**config.mk**
```make
export PLATFORM = sky130hd
export DESIGN_NAME = spectrum_bar_renderer_flat
export DESIGN_NICKNAME = d
export VERILOG_FILES = /design/src/rtl/spectrum_pkg.sv /design/src/rtl/spectrum_bar_renderer_if.sv /design/src/rtl/bin_peak_tracker.sv /design/src/rtl/spectrum_bar_renderer.sv /design/src/flat_wrapper.sv
export SDC_FILE = /design/constraint.sdc
export NUM_CORES = 1
export LEC_CHECK = 0
export ABC_CLOCK_PERIOD_IN_PS = 7660
export BUFFER_PORTS_ARGS = -buffer_cell sky130_fd_sc_hd__buf_2
export CELL_PAD_IN_SITES_DETAIL_PLACEMENT = 0
export CELL_PAD_IN_SITES_GLOBAL_PLACEMENT = 1
export CORE_MARGIN = 2
export CORE_UTILIZATION = 40
export DETAILED_ROUTE_END_ITERATION = 7
export GPL_TIMING_DRIVEN = 0
export PLACE_DENSITY = 0.74
export SYNTH_ARGS = -nofsm -noshare
export SYNTH_HDL_FRONTEND = slang
export SYNTH_SLANG_ARGS = --single-unit
```
**constraint.sdc**
```tcl
create_clock -name vga_clk -period 7.66 [get_ports vga_clk]
set_clock_uncertainty 0.15 [all_clocks]
set_input_delay 1.149 -clock vga_clk [delete_from_list [all_inputs] [get_ports vga_clk]]
set_output_delay 1.149 -clock vga_clk [all_outputs]
set_load 0.02 [all_outputs]
```
**src/rtl/spectrum_pkg.sv**
```systemverilog
// Shared definitions for the spectrum bar renderer: bin geometry, index width,
// value-to-pixel scaling, the default update prescaler and the peak tracker states.
package spectrum_pkg;

    localparam logic [15:0] PRESCALE_DEFAULT = 16'd1900;

    typedef enum logic {
        PK_HOLD  = 1'b0,
        PK_DECAY = 1'b1
    } peak_state_e;

    function automatic int idx_width(input int num_bins);
        return (num_bins < 2) ? 1 : $clog2(num_bins);
    endfunction

    function automatic int bin_width(input int screen_w, input int num_bins);
        return screen_w / num_bins;
    endfunction

    function automatic logic [31:0] bar_height(input logic [31:0] val, input int val_w,
                                               input int screen_h);
        logic [63:0] prod;
        prod = {32'd0, val} * {32'd0, 32'(screen_h)};
        return 32'(prod >> val_w);
    endfunction

endpackage

```
**src/rtl/spectrum_bar_renderer_if.sv**
```systemverilog
// Bus between the pixel/audio front end and the spectrum bar renderer.
interface spectrum_bar_renderer_if
    import spectrum_pkg::*;
#(
    parameter int NUM_BINS = 10,
    parameter int VAL_W    = 12,
    parameter int POS_W    = 10,
    parameter int IDX_W    = idx_width(NUM_BINS)
);
    logic                      sample_tick;
    logic [NUM_BINS*VAL_W-1:0] bins_in;
    logic                      frame_start;
    logic [POS_W-1:0]          posx;
    logic [POS_W-1:0]          posy;
    logic                      cfg_load;
    logic [15:0]               prescaler_in;
    logic [15:0]               prescaler;
    logic                      set_values_flag;
    logic [IDX_W-1:0]          bin_idx;
    logic [VAL_W-1:0]          val_out;
    logic                      bar_on;
    logic                      peak_on;

    modport master (
        output sample_tick, bins_in, frame_start, posx, posy, cfg_load, prescaler_in,
        input  prescaler, set_values_flag, bin_idx, val_out, bar_on, peak_on
    );

    modport slave (
        input  sample_tick, bins_in, frame_start, posx, posy, cfg_load, prescaler_in,
        output prescaler, set_values_flag, bin_idx, val_out, bar_on, peak_on
    );
endinterface

```
**src/rtl/bin_peak_tracker.sv**
```systemverilog
// Peak-hold / decay tracker for a single spectrum bin, advanced once per frame.
module bin_peak_tracker
    import spectrum_pkg::*;
#(
    parameter int VAL_W       = 12,
    parameter int HOLD_FRAMES = 30,
    parameter int DECAY_STEP  = 8
) (
    input  logic             vga_clk,
    input  logic             reset,
    input  logic             frame_start,
    input  logic [VAL_W-1:0] snap_new,
    output logic [VAL_W-1:0] peak
);
    localparam int HOLD_W = (HOLD_FRAMES < 1) ? 1 : $clog2(HOLD_FRAMES + 1);

    peak_state_e       state_q, state_d;
    logic [VAL_W-1:0]  peak_q, peak_d;
    logic [HOLD_W-1:0] hold_q, hold_d;
    logic [VAL_W-1:0]  decayed;

    // Tracker state register
    always_ff @(posedge vga_clk or posedge reset) begin
        if (reset) begin
            state_q <= PK_DECAY;
            peak_q  <= '0;
            hold_q  <= '0;
        end else begin
            state_q <= state_d;
            peak_q  <= peak_d;
            hold_q  <= hold_d;
        end
    end

    // New peak restarts the hold; otherwise count the hold down, then decay toward the snapshot
    always_comb begin
        state_d = state_q;
        peak_d  = peak_q;
        hold_d  = hold_q;
        decayed = '0;
        if (32'(peak_q) >= 32'(DECAY_STEP)) begin
            decayed = peak_q - VAL_W'(DECAY_STEP);
        end
        if (frame_start) begin
            if (snap_new >= peak_q) begin
                peak_d  = snap_new;
                hold_d  = HOLD_W'(HOLD_FRAMES);
                state_d = (HOLD_FRAMES > 0) ? PK_HOLD : PK_DECAY;
            end else begin
                case (state_q)
                    PK_HOLD: begin
                        hold_d = hold_q - HOLD_W'(1);
                        if (hold_q == HOLD_W'(1)) begin
                            state_d = PK_DECAY;
                        end
                    end
                    default: begin
                        peak_d = (decayed > snap_new) ? decayed : snap_new;
                    end
                endcase
            end
        end
    end

    assign peak = peak_q;
endmodule

```
**src/rtl/spectrum_bar_renderer.sv**
```systemverilog
// N-bin spectrum bar graph renderer: per-frame bin snapshot, two-stage pixel
// pipeline producing bar/peak flags, and the prescaled power-update strobe.
// Optional peak-hold markers are built when PEAK_HOLD_EN is defined.
module spectrum_bar_renderer
    import spectrum_pkg::*;
#(
    parameter int          NUM_BINS         = 10,
    parameter int          VAL_W            = 12,
    parameter int          POS_W            = 10,
    parameter int          SCREEN_W         = 800,
    parameter int          SCREEN_H         = 600,
    parameter logic [15:0] PRESCALE_DEFAULT = spectrum_pkg::PRESCALE_DEFAULT,
    parameter int          HOLD_FRAMES      = 30,
    parameter int          DECAY_STEP       = 8
) (
    input logic                   vga_clk,
    input logic                   reset,
    spectrum_bar_renderer_if.slave io
);
    localparam int IDX_W = idx_width(NUM_BINS);
    localparam int BIN_W = bin_width(SCREEN_W, NUM_BINS);
    localparam int SPAN  = NUM_BINS * BIN_W;

    logic [15:0]      prescaler_q, prescaler_d;
    logic [15:0]      count_q, count_d;
    logic             flag_q, flag_d;
    logic [VAL_W-1:0] snap_q [NUM_BINS];
    logic [VAL_W-1:0] snap_d [NUM_BINS];
    logic [IDX_W-1:0] idx1_q, idx1_d;
    logic             in_range1_q, in_range1_d;
    logic [POS_W-1:0] posy1_q, posy1_d;
    logic [IDX_W-1:0] bin_idx_q, bin_idx_d;
    logic [VAL_W-1:0] val_out_q, val_out_d;
    logic             bar_on_q, bar_on_d;
    logic             peak_on_q, peak_on_d;
    logic [31:0]      bar_h;
    logic [31:0]      row;

`ifdef PEAK_HOLD_EN
    logic [VAL_W-1:0] peak [NUM_BINS];

    for (genvar k = 0; k < NUM_BINS; k++) begin : g_peak
        bin_peak_tracker #(
            .VAL_W      (VAL_W),
            .HOLD_FRAMES(HOLD_FRAMES),
            .DECAY_STEP (DECAY_STEP)
        ) u_tracker (
            .vga_clk    (vga_clk),
            .reset      (reset),
            .frame_start(io.frame_start),
            .snap_new   (io.bins_in[k*VAL_W +: VAL_W]),
            .peak       (peak[k])
        );
    end
`endif

    // Update strobe: a load restarts the count silently; a tick at the terminal count fires
    always_comb begin
        prescaler_d = prescaler_q;
        count_d     = count_q;
        flag_d      = 1'b0;
        if (io.cfg_load) begin
            prescaler_d = io.prescaler_in;
            count_d     = '0;
        end else if (io.sample_tick) begin
            if (count_q == prescaler_q) begin
                flag_d  = 1'b1;
                count_d = '0;
            end else begin
                count_d = count_q + 16'd1;
            end
        end
    end

    // Prescaler, sample counter and strobe registers
    always_ff @(posedge vga_clk or posedge reset) begin
        if (reset) begin
            prescaler_q <= PRESCALE_DEFAULT;
            count_q     <= '0;
            flag_q      <= 1'b0;
        end else begin
            prescaler_q <= prescaler_d;
            count_q     <= count_d;
            flag_q      <= flag_d;
        end
    end

    // Capture every bin at frame start so bars stay stable for the whole frame
    always_comb begin
        for (int k = 0; k < NUM_BINS; k++) begin
            snap_d[k] = io.frame_start ? io.bins_in[k*VAL_W +: VAL_W] : snap_q[k];
        end
    end

    // Snapshot registers
    always_ff @(posedge vga_clk or posedge reset) begin
        if (reset) begin
            for (int k = 0; k < NUM_BINS; k++) begin
                snap_q[k] <= '0;
            end
        end else begin
            for (int k = 0; k < NUM_BINS; k++) begin
                snap_q[k] <= snap_d[k];
            end
        end
    end

    // Stage 1: locate the bin under posx with a comparator chain and flag off-graph pixels
    always_comb begin
        idx1_d = '0;
        for (int k = 1; k < NUM_BINS; k++) begin
            if (32'(io.posx) >= 32'(k * BIN_W)) begin
                idx1_d = IDX_W'(k);
            end
        end
        in_range1_d = (32'(io.posx) < 32'(SPAN)) && (32'(io.posy) < 32'(SCREEN_H));
        posy1_d     = io.posy;
    end

    // Stage 2: scale the bin energy to a bar height and test the pixel row against it
    always_comb begin
        bar_h     = bar_height(32'(snap_q[idx1_q]), VAL_W, SCREEN_H);
        row       = 32'(SCREEN_H - 1) - 32'(posy1_q);
        bin_idx_d = in_range1_q ? idx1_q : '0;
        val_out_d = in_range1_q ? snap_q[idx1_q] : '0;
        bar_on_d  = in_range1_q && (row < bar_h);
`ifdef PEAK_HOLD_EN
        peak_on_d = in_range1_q && (row == bar_height(32'(peak[idx1_q]), VAL_W, SCREEN_H));
`else
        peak_on_d = 1'b0;
`endif
    end

    // Pixel pipeline registers
    always_ff @(posedge vga_clk or posedge reset) begin
        if (reset) begin
            idx1_q      <= '0;
            in_range1_q <= 1'b0;
            posy1_q     <= '0;
            bin_idx_q   <= '0;
            val_out_q   <= '0;
            bar_on_q    <= 1'b0;
            peak_on_q   <= 1'b0;
        end else begin
            idx1_q      <= idx1_d;
            in_range1_q <= in_range1_d;
            posy1_q     <= posy1_d;
            bin_idx_q   <= bin_idx_d;
            val_out_q   <= val_out_d;
            bar_on_q    <= bar_on_d;
            peak_on_q   <= peak_on_d;
        end
    end

    assign io.prescaler       = prescaler_q;
    assign io.set_values_flag = flag_q;
    assign io.bin_idx         = bin_idx_q;
    assign io.val_out         = val_out_q;
    assign io.bar_on          = bar_on_q;
    assign io.peak_on         = peak_on_q;
endmodule

```
**src/flat_wrapper.sv**
```systemverilog
// flat-port wrapper written by rule: the top's interface ports become plain ports
module spectrum_bar_renderer_flat import spectrum_pkg::*;
#(
    parameter int          NUM_BINS         = 10,
    parameter int          VAL_W            = 12,
    parameter int          POS_W            = 10,
    parameter int          SCREEN_W         = 800,
    parameter int          SCREEN_H         = 600,
    parameter logic [15:0] PRESCALE_DEFAULT = spectrum_pkg::PRESCALE_DEFAULT,
    parameter int          HOLD_FRAMES      = 30,
    parameter int          DECAY_STEP       = 8
)
  (vga_clk, reset, io_sample_tick, io_bins_in, io_frame_start, io_posx, io_posy, io_cfg_load, io_prescaler_in, io_prescaler, io_set_values_flag, io_bin_idx, io_val_out, io_bar_on, io_peak_on);
  spectrum_bar_renderer_if #(.NUM_BINS(NUM_BINS), .VAL_W(VAL_W), .POS_W(POS_W), .IDX_W((4))) io_i ();
  input logic vga_clk;
  input logic reset;
  input wire logic [$bits(io_i.sample_tick)-1:0] io_sample_tick;
  input wire logic [$bits(io_i.bins_in)-1:0] io_bins_in;
  input wire logic [$bits(io_i.frame_start)-1:0] io_frame_start;
  input wire logic [$bits(io_i.posx)-1:0] io_posx;
  input wire logic [$bits(io_i.posy)-1:0] io_posy;
  input wire logic [$bits(io_i.cfg_load)-1:0] io_cfg_load;
  input wire logic [$bits(io_i.prescaler_in)-1:0] io_prescaler_in;
  output wire logic [$bits(io_i.prescaler)-1:0] io_prescaler;
  output wire logic [$bits(io_i.set_values_flag)-1:0] io_set_values_flag;
  output wire logic [$bits(io_i.bin_idx)-1:0] io_bin_idx;
  output wire logic [$bits(io_i.val_out)-1:0] io_val_out;
  output wire logic [$bits(io_i.bar_on)-1:0] io_bar_on;
  output wire logic [$bits(io_i.peak_on)-1:0] io_peak_on;
  assign io_i.sample_tick = io_sample_tick;
  assign io_i.bins_in = io_bins_in;
  assign io_i.frame_start = io_frame_start;
  assign io_i.posx = io_posx;
  assign io_i.posy = io_posy;
  assign io_i.cfg_load = io_cfg_load;
  assign io_i.prescaler_in = io_prescaler_in;
  assign io_prescaler = io_i.prescaler;
  assign io_set_values_flag = io_i.set_values_flag;
  assign io_bin_idx = io_i.bin_idx;
  assign io_val_out = io_i.val_out;
  assign io_bar_on = io_i.bar_on;
  assign io_peak_on = io_i.peak_on;
  spectrum_bar_renderer #(.NUM_BINS(NUM_BINS), .VAL_W(VAL_W), .POS_W(POS_W), .SCREEN_W(SCREEN_W), .SCREEN_H(SCREEN_H), .PRESCALE_DEFAULT(PRESCALE_DEFAULT), .HOLD_FRAMES(HOLD_FRAMES), .DECAY_STEP(DECAY_STEP)) u_core (.vga_clk(vga_clk), .reset(reset), .io(io_i));
endmodule
```
* Yosys cells after proc, flatten, opt, wreduce, memory -nomap -nowiden *
Index checks and enable logic that the tools add are counted.

cells by class
  add/subtract/negate cells = 2
  multiply operators = 1
  order comparisons = 13
  equal/unequal tests = 1
  multiplexer cells = 20
  bitwise gates (word level) = 1
  reductions and logical operators = 3

operators by type and width
  kind                                                                     count
  12-bit binary-select mux with 4-bit select                               1
  16-bit two-way mux                                                       3
  12-bit two-way mux                                                       3
  32-bit by 10-bit less-than comparator with 1-bit output                  1
  10-bit >= comparator (second input constant)                             3
  10-bit by 9-bit >= comparator with 1-bit output (second input constant)  3
  10-bit by 8-bit >= comparator with 1-bit output (second input constant)  2
  10-bit less-than comparator (second input constant)                      2
  12-bit by 7-bit multiplier with 19-bit output (second input constant)    1
  16-bit by 1-bit adder with 16-bit output (second input constant)         1
  16-bit == test                                                           1
  3-bit two-way mux                                                        4
  4-bit two-way mux                                                        3
  10-bit by 10-bit subtractor with 11-bit output (first input constant)    1
  10-bit by 7-bit >= comparator with 1-bit output (second input constant)  1
  5-bit >= comparator (second input constant)                              1
  4-bit inverter with 5-bit output                                         1
  1-bit two-way mux                                                        4
  2-bit two-way mux                                                        2
  1-bit logical AND                                                        2
  2-bit nonzero test                                                       1

storage, ports and cells
  flip-flop bits (word level) = 185
  input port bits = 161

* Logic depth before layout (Yosys ltp) *
  depth after elaboration = 10
  depth in mapped cells = 26
  gate-level depth less buffers = 24

* Worst setup path after synthesis *
No wires, ideal clock.

  path type = register to register
  start point = register u_core.idx1_q[0]
  end point = register u_core.bar_on_q (netlist: u_core.io.bar_on)
  arrival time = 5.793 ns
  required time = 7.445 ns
  slack = 1.652 ns
  cell stages (with the launch flop) = 25
  path buffers = 2
  period minus slack after synthesis = 6.008 ns
  path through = dfrtp_1 -> buf_2 -> buf_1 -> mux4_2 -> a221oi_1 -> a21oi_1 -> ha_1 -> ha_1 -> fa_1 -> inv_1 -> fa_1 -> inv_1 -> ha_1 -> a21o_1 -> a21o_1 -> a21oi_1 -> a2bb2oi_1 -> o211ai_1 -> a31o_2 -> o311a_1 -> ha_1 -> nand2_1 -> nor2_1 -> a221oi_1 -> o211a_1

on the way
  longest elaborated chain between the ends = 7

ends and longest elaborated chain
  item                                                     line                          source
  start, declared                                          spectrum_bar_renderer.sv:29   logic [IDX_W-1:0] idx1_q, idx1_d;
  start signal, assigned                                   spectrum_bar_renderer.sv:145  idx1_q <= idx1_d;
  4-bit inverter with 5-bit output (not written as such)   spectrum_bar_renderer.sv:122  bar_h = bar_height(32'(snap_q[idx1_q]), VAL_W, SCREEN_H);
  12-bit binary-select mux with 4-bit select               spectrum_bar_renderer.sv:122
  12-bit two-way mux (not written as such) (2 in series)   spectrum_bar_renderer.sv:122
  12-bit by 7-bit multiplier with 19-bit output            spectrum_pkg.sv:23            prod = {32'd0, val} * {32'd0, 32'(screen_h)};
  32-bit by 10-bit less-than comparator with 1-bit output  spectrum_bar_renderer.sv:126  bar_on_d = in_range1_q && (row < bar_h);
  1-bit logical AND                                        spectrum_bar_renderer.sv:126
  via u_core.bar_on_d                                      spectrum_bar_renderer.sv:34   logic bar_on_q, bar_on_d;
  end signal, assigned                                     spectrum_bar_renderer.sv:150  bar_on_q <= bar_on_d;
  end, declared                                            spectrum_bar_renderer.sv:34

The timed path passes the listed nets, and every way through them passes these cells. The select of a mux whose other input is x is not followed.
A chain may end at the register's enable or synchronous reset.

* Worst setup path after layout *
Same ends and word-level chain as after synthesis.

==> qor.txt <==
Worst Path Required -> 7.83 ns
initial antenna violation count -> 5
final WL -> 23,200 µm
dpl ws -> 0.618 ns
prevailing post-synth register cell -> dfrtp_1
core area -> 24,100 µm²
Vias per Instance -> 5.04
Max Clock Freq -> 143 MHz
fin area -> 11,700 µm²
leakage -> 5.48 nW
Starting Density -> 0.404
grt ovf -> 0
most frequent CP cell -> ha_1
Yosys top cell area share -> 0.457
Crit path buffers/inverters -> 4
Largest delay share family, worst path -> adder cells
Synth area leaders -> dfrtp_1, mux2_2, ha_1, mux4_2, fa_1
clock root buffer -> clkbuf_16
nets@finish -> 1,197
EDFF count, synth -> 0
# rows -> 57
worst hold path class -> reg -> reg
Yosys reg bits -> 185
RD Place Congestion -> 0.813
Die Y-Extent -> 160 µm
DRC marker count from the first detailed-route iteration -> 256
number of global-route vias before repair -> 6,885
port bufs -> 185
Synth Instances -> 759
Syn Nets -> 992
Yosys warning total -> 0
DIE AREA -> 25,600 µm²
RSZ-0062 raised after global routing -> no
Worst-Skew Late Latency -> 0.45 ns
Max VDD drop -> 0.000181 V
worst slew pin tran -> 0.891 ns
Finished Layout Cells -> 1,304
Final HPWL DP -> 17,900 µm
fin crit period -> 6.99 ns
Max Buffers Root-to-Sink -> 2
Hold Worst Slack -> 0.353 ns
post-CTS setup buffer count -> 0
placed instance count -> 1,269
Worst Setup Path Type -> reg -> reg
Crit. End Element -> flip-flop
cts hold-fix bufs -> 0
unique cell type count in the Yosys netlist -> 59
Slew HR -> 0.406
pin count of the biggest net entering global routing -> 120
Final Max Slew Viols -> 0
Final TNS setup -> 0 ns
Final setup viols -> 0
Final period util -> 0.912
Synth top cells by count -> dfrtp_1, mux2_2, ha_1
via count -> 6,570
CTS tree -> done
Post-DRT Antenna Nets -> 0
first-pass GRT wire length -> 37,200 µm
Area Overhead vs Synth -> 20.4%
IO Pins -> 196
asr flop ratio synth -> 1.00
post-route setup slack -> 0.672 ns
part of the Yosys area used for sequential elements -> 0.476
WL per Instance -> 17.8 µm
# resized after CTS -> 0
placed cell areas -> 11,100 µm²
Critical Path Slowest Stage Cell -> buf_1
layout cell share with drive strength beyond 1 -> 0.414
largest area contributor in the netlist -> dfrtp_1
Residual DRC -> 0
final hold violation count -> 0
1st-pass router iterations -> 4
synthesized cell area -> 9740 µm²
Worst Path Arrival -> 7.16 ns
Power Density -> 298 nW/µm²
Die W -> 160 µm
CTS buffer count -> 17
CP peak stage delay -> 0.58 ns
GRT Resource Usage Total -> 0.191
crit-path cells -> buf_2 -> buf_1 -> mux4_1 -> a221oi_1 -> a21oi_1 -> ha_1 -> ha_1 -> fa_1 -> inv_1 -> fa_1 -> inv_1 -> ha_1 -> a21o_1 -> a21o_1 -> a21oi_1 -> a2bb2oi_1 -> o21ai_2 -> o41ai_4 -> xnor2_1 -> ha_1 -> nand4_1 -> nor3_1 -> o31ai_1 -> o211a_1
CP max FO -> 10
H-tree levels -> 4
most frequent cell after synthesis -> dfrtp_1
status -> completed
Max Cap Viol -> 0
clk slew on worst S/H paths -> 0.07 ns
Post-Syn Area per Cell -> 12.8 µm²
TritonCTS Sinks -> 185
startpoint types -> flip-flop
per-layer routing:
metal | vias to the layer above | wire length (µm) | track usage
li1 | 3123 | - | -
met1 | 3263 | 10400 | 0.246
met2 | 149 | 11400 | 0.322
met3 | 31 | 981 | 0.0434
met4 | 4 | 421 | 0.0561
met5 | - | 21 | 0
final cells by class:
class,instances,area [µm²]
Timing Repair Buffer,186,953
Clock buffer,18,439
Multi-Input combinational cell,494,4790
Fill cell,2283,12400
Antenna cell,3,7.51
Sequential cell,185,4640
Inverter,46,180
Clock inverter,14,170
Tap cell,324,405
Buffer,34,143
registers in the layout (all words and copies together) (netlist names):
signal                     count
u_core.count_q                16
u_core.idx1_q                  4
u_core.in_range1_q             1
u_core.io.bar_on               1
u_core.io.bin_idx              4
u_core.io.prescaler           16
u_core.io.set_values_flag      1
u_core.io.val_out             12
u_core.posy1_q                10
u_core.snap_q                120
placed cells by master (no fill, tap or decap), types with 3 or more instances in the layout:
| master | n |
|---|---|
| inv_1 | 45 |
| nand4_1 | 4 |
| o21a_1 | 3 |
| nand2_1 | 28 |
| a221oi_1 | 12 |
| dfstp_2 | 7 |
| xnor2_1 | 17 |
| xor2_1 | 25 |
| mux2i_1 | 7 |
| clkbuf_1 | 25 |
| o21ai_0 | 11 |
| mux2_2 | 146 |
| a21o_1 | 5 |
| nor3_1 | 3 |
| clkbuf_16 | 17 |
| o211ai_1 | 3 |
| nor2_1 | 38 |
| nor4_1 | 4 |
| mux4_1 | 3 |
| mux4_2 | 19 |
| nor2b_1 | 3 |
| and2_1 | 18 |
| buf_1 | 4 |
| dfrtp_1 | 178 |
| nand3b_1 | 3 |
| and3_1 | 3 |
| diode_2 | 3 |
| inv_8 | 6 |
| a21oi_1 | 25 |
| fa_1 | 14 |
| nand3_1 | 6 |
| inv_6 | 4 |
| ha_1 | 58 |
| buf_2 | 188 |
| o21bai_1 | 3 |
| nand2b_1 | 4 |
through the flow:
| stage | utilization | total power, W |
|---|---|---|
| after floorplan | - | 0.00227 |
| after global placement | 0.459 | 0.00260 |
| after detailed placement | 0.461 | 0.00263 |
| after CTS | 0.486 | 0.00355 |
| after global routing | 0.486 | 0.00382 |
| final | 0.486 | 0.00349 |
final timing paths:
path	start	end	slack (ns)	cells after the start
max reg2reg	u_core.idx1_q[0]	u_core.io.bar_on	0.67	24
min reg2reg	u_core.snap_q[115]	u_core.snap_q[115]	0.35	1
max	u_core.idx1_q[0]	u_core.io.bar_on	0.67	24
min	u_core.snap_q[115]	u_core.snap_q[115]	0.35	1
min in group asynchronous	reset	u_core.io.set_values_flag	0.58	2
max in group asynchronous	reset	u_core.io.val_out[2]	5.86	3
cells by family after synthesis:
group	after synthesis	share of synthesized area
compound gates	80	0.0587
xor+xnor	42	0.0378
fa+ha+maj	73	0.104
buf+inv	80	0.0324
flops	185	0.476
mux	175	0.228
other cells	1	0.000385
simple gates	123	0.0625
power breakdown:
part / total [W] / switching [W] / internal (W) / leakage (nW)
sequential: 0.00112 / 0.0000474 / 0.00107 / 2.22
combinational: 0.00147 / 0.000770 / 0.000702 / 2.96
clock: 0.000907 / 0.000429 / 0.000478 / 0.297
Power figures use the tool's default switching activity.
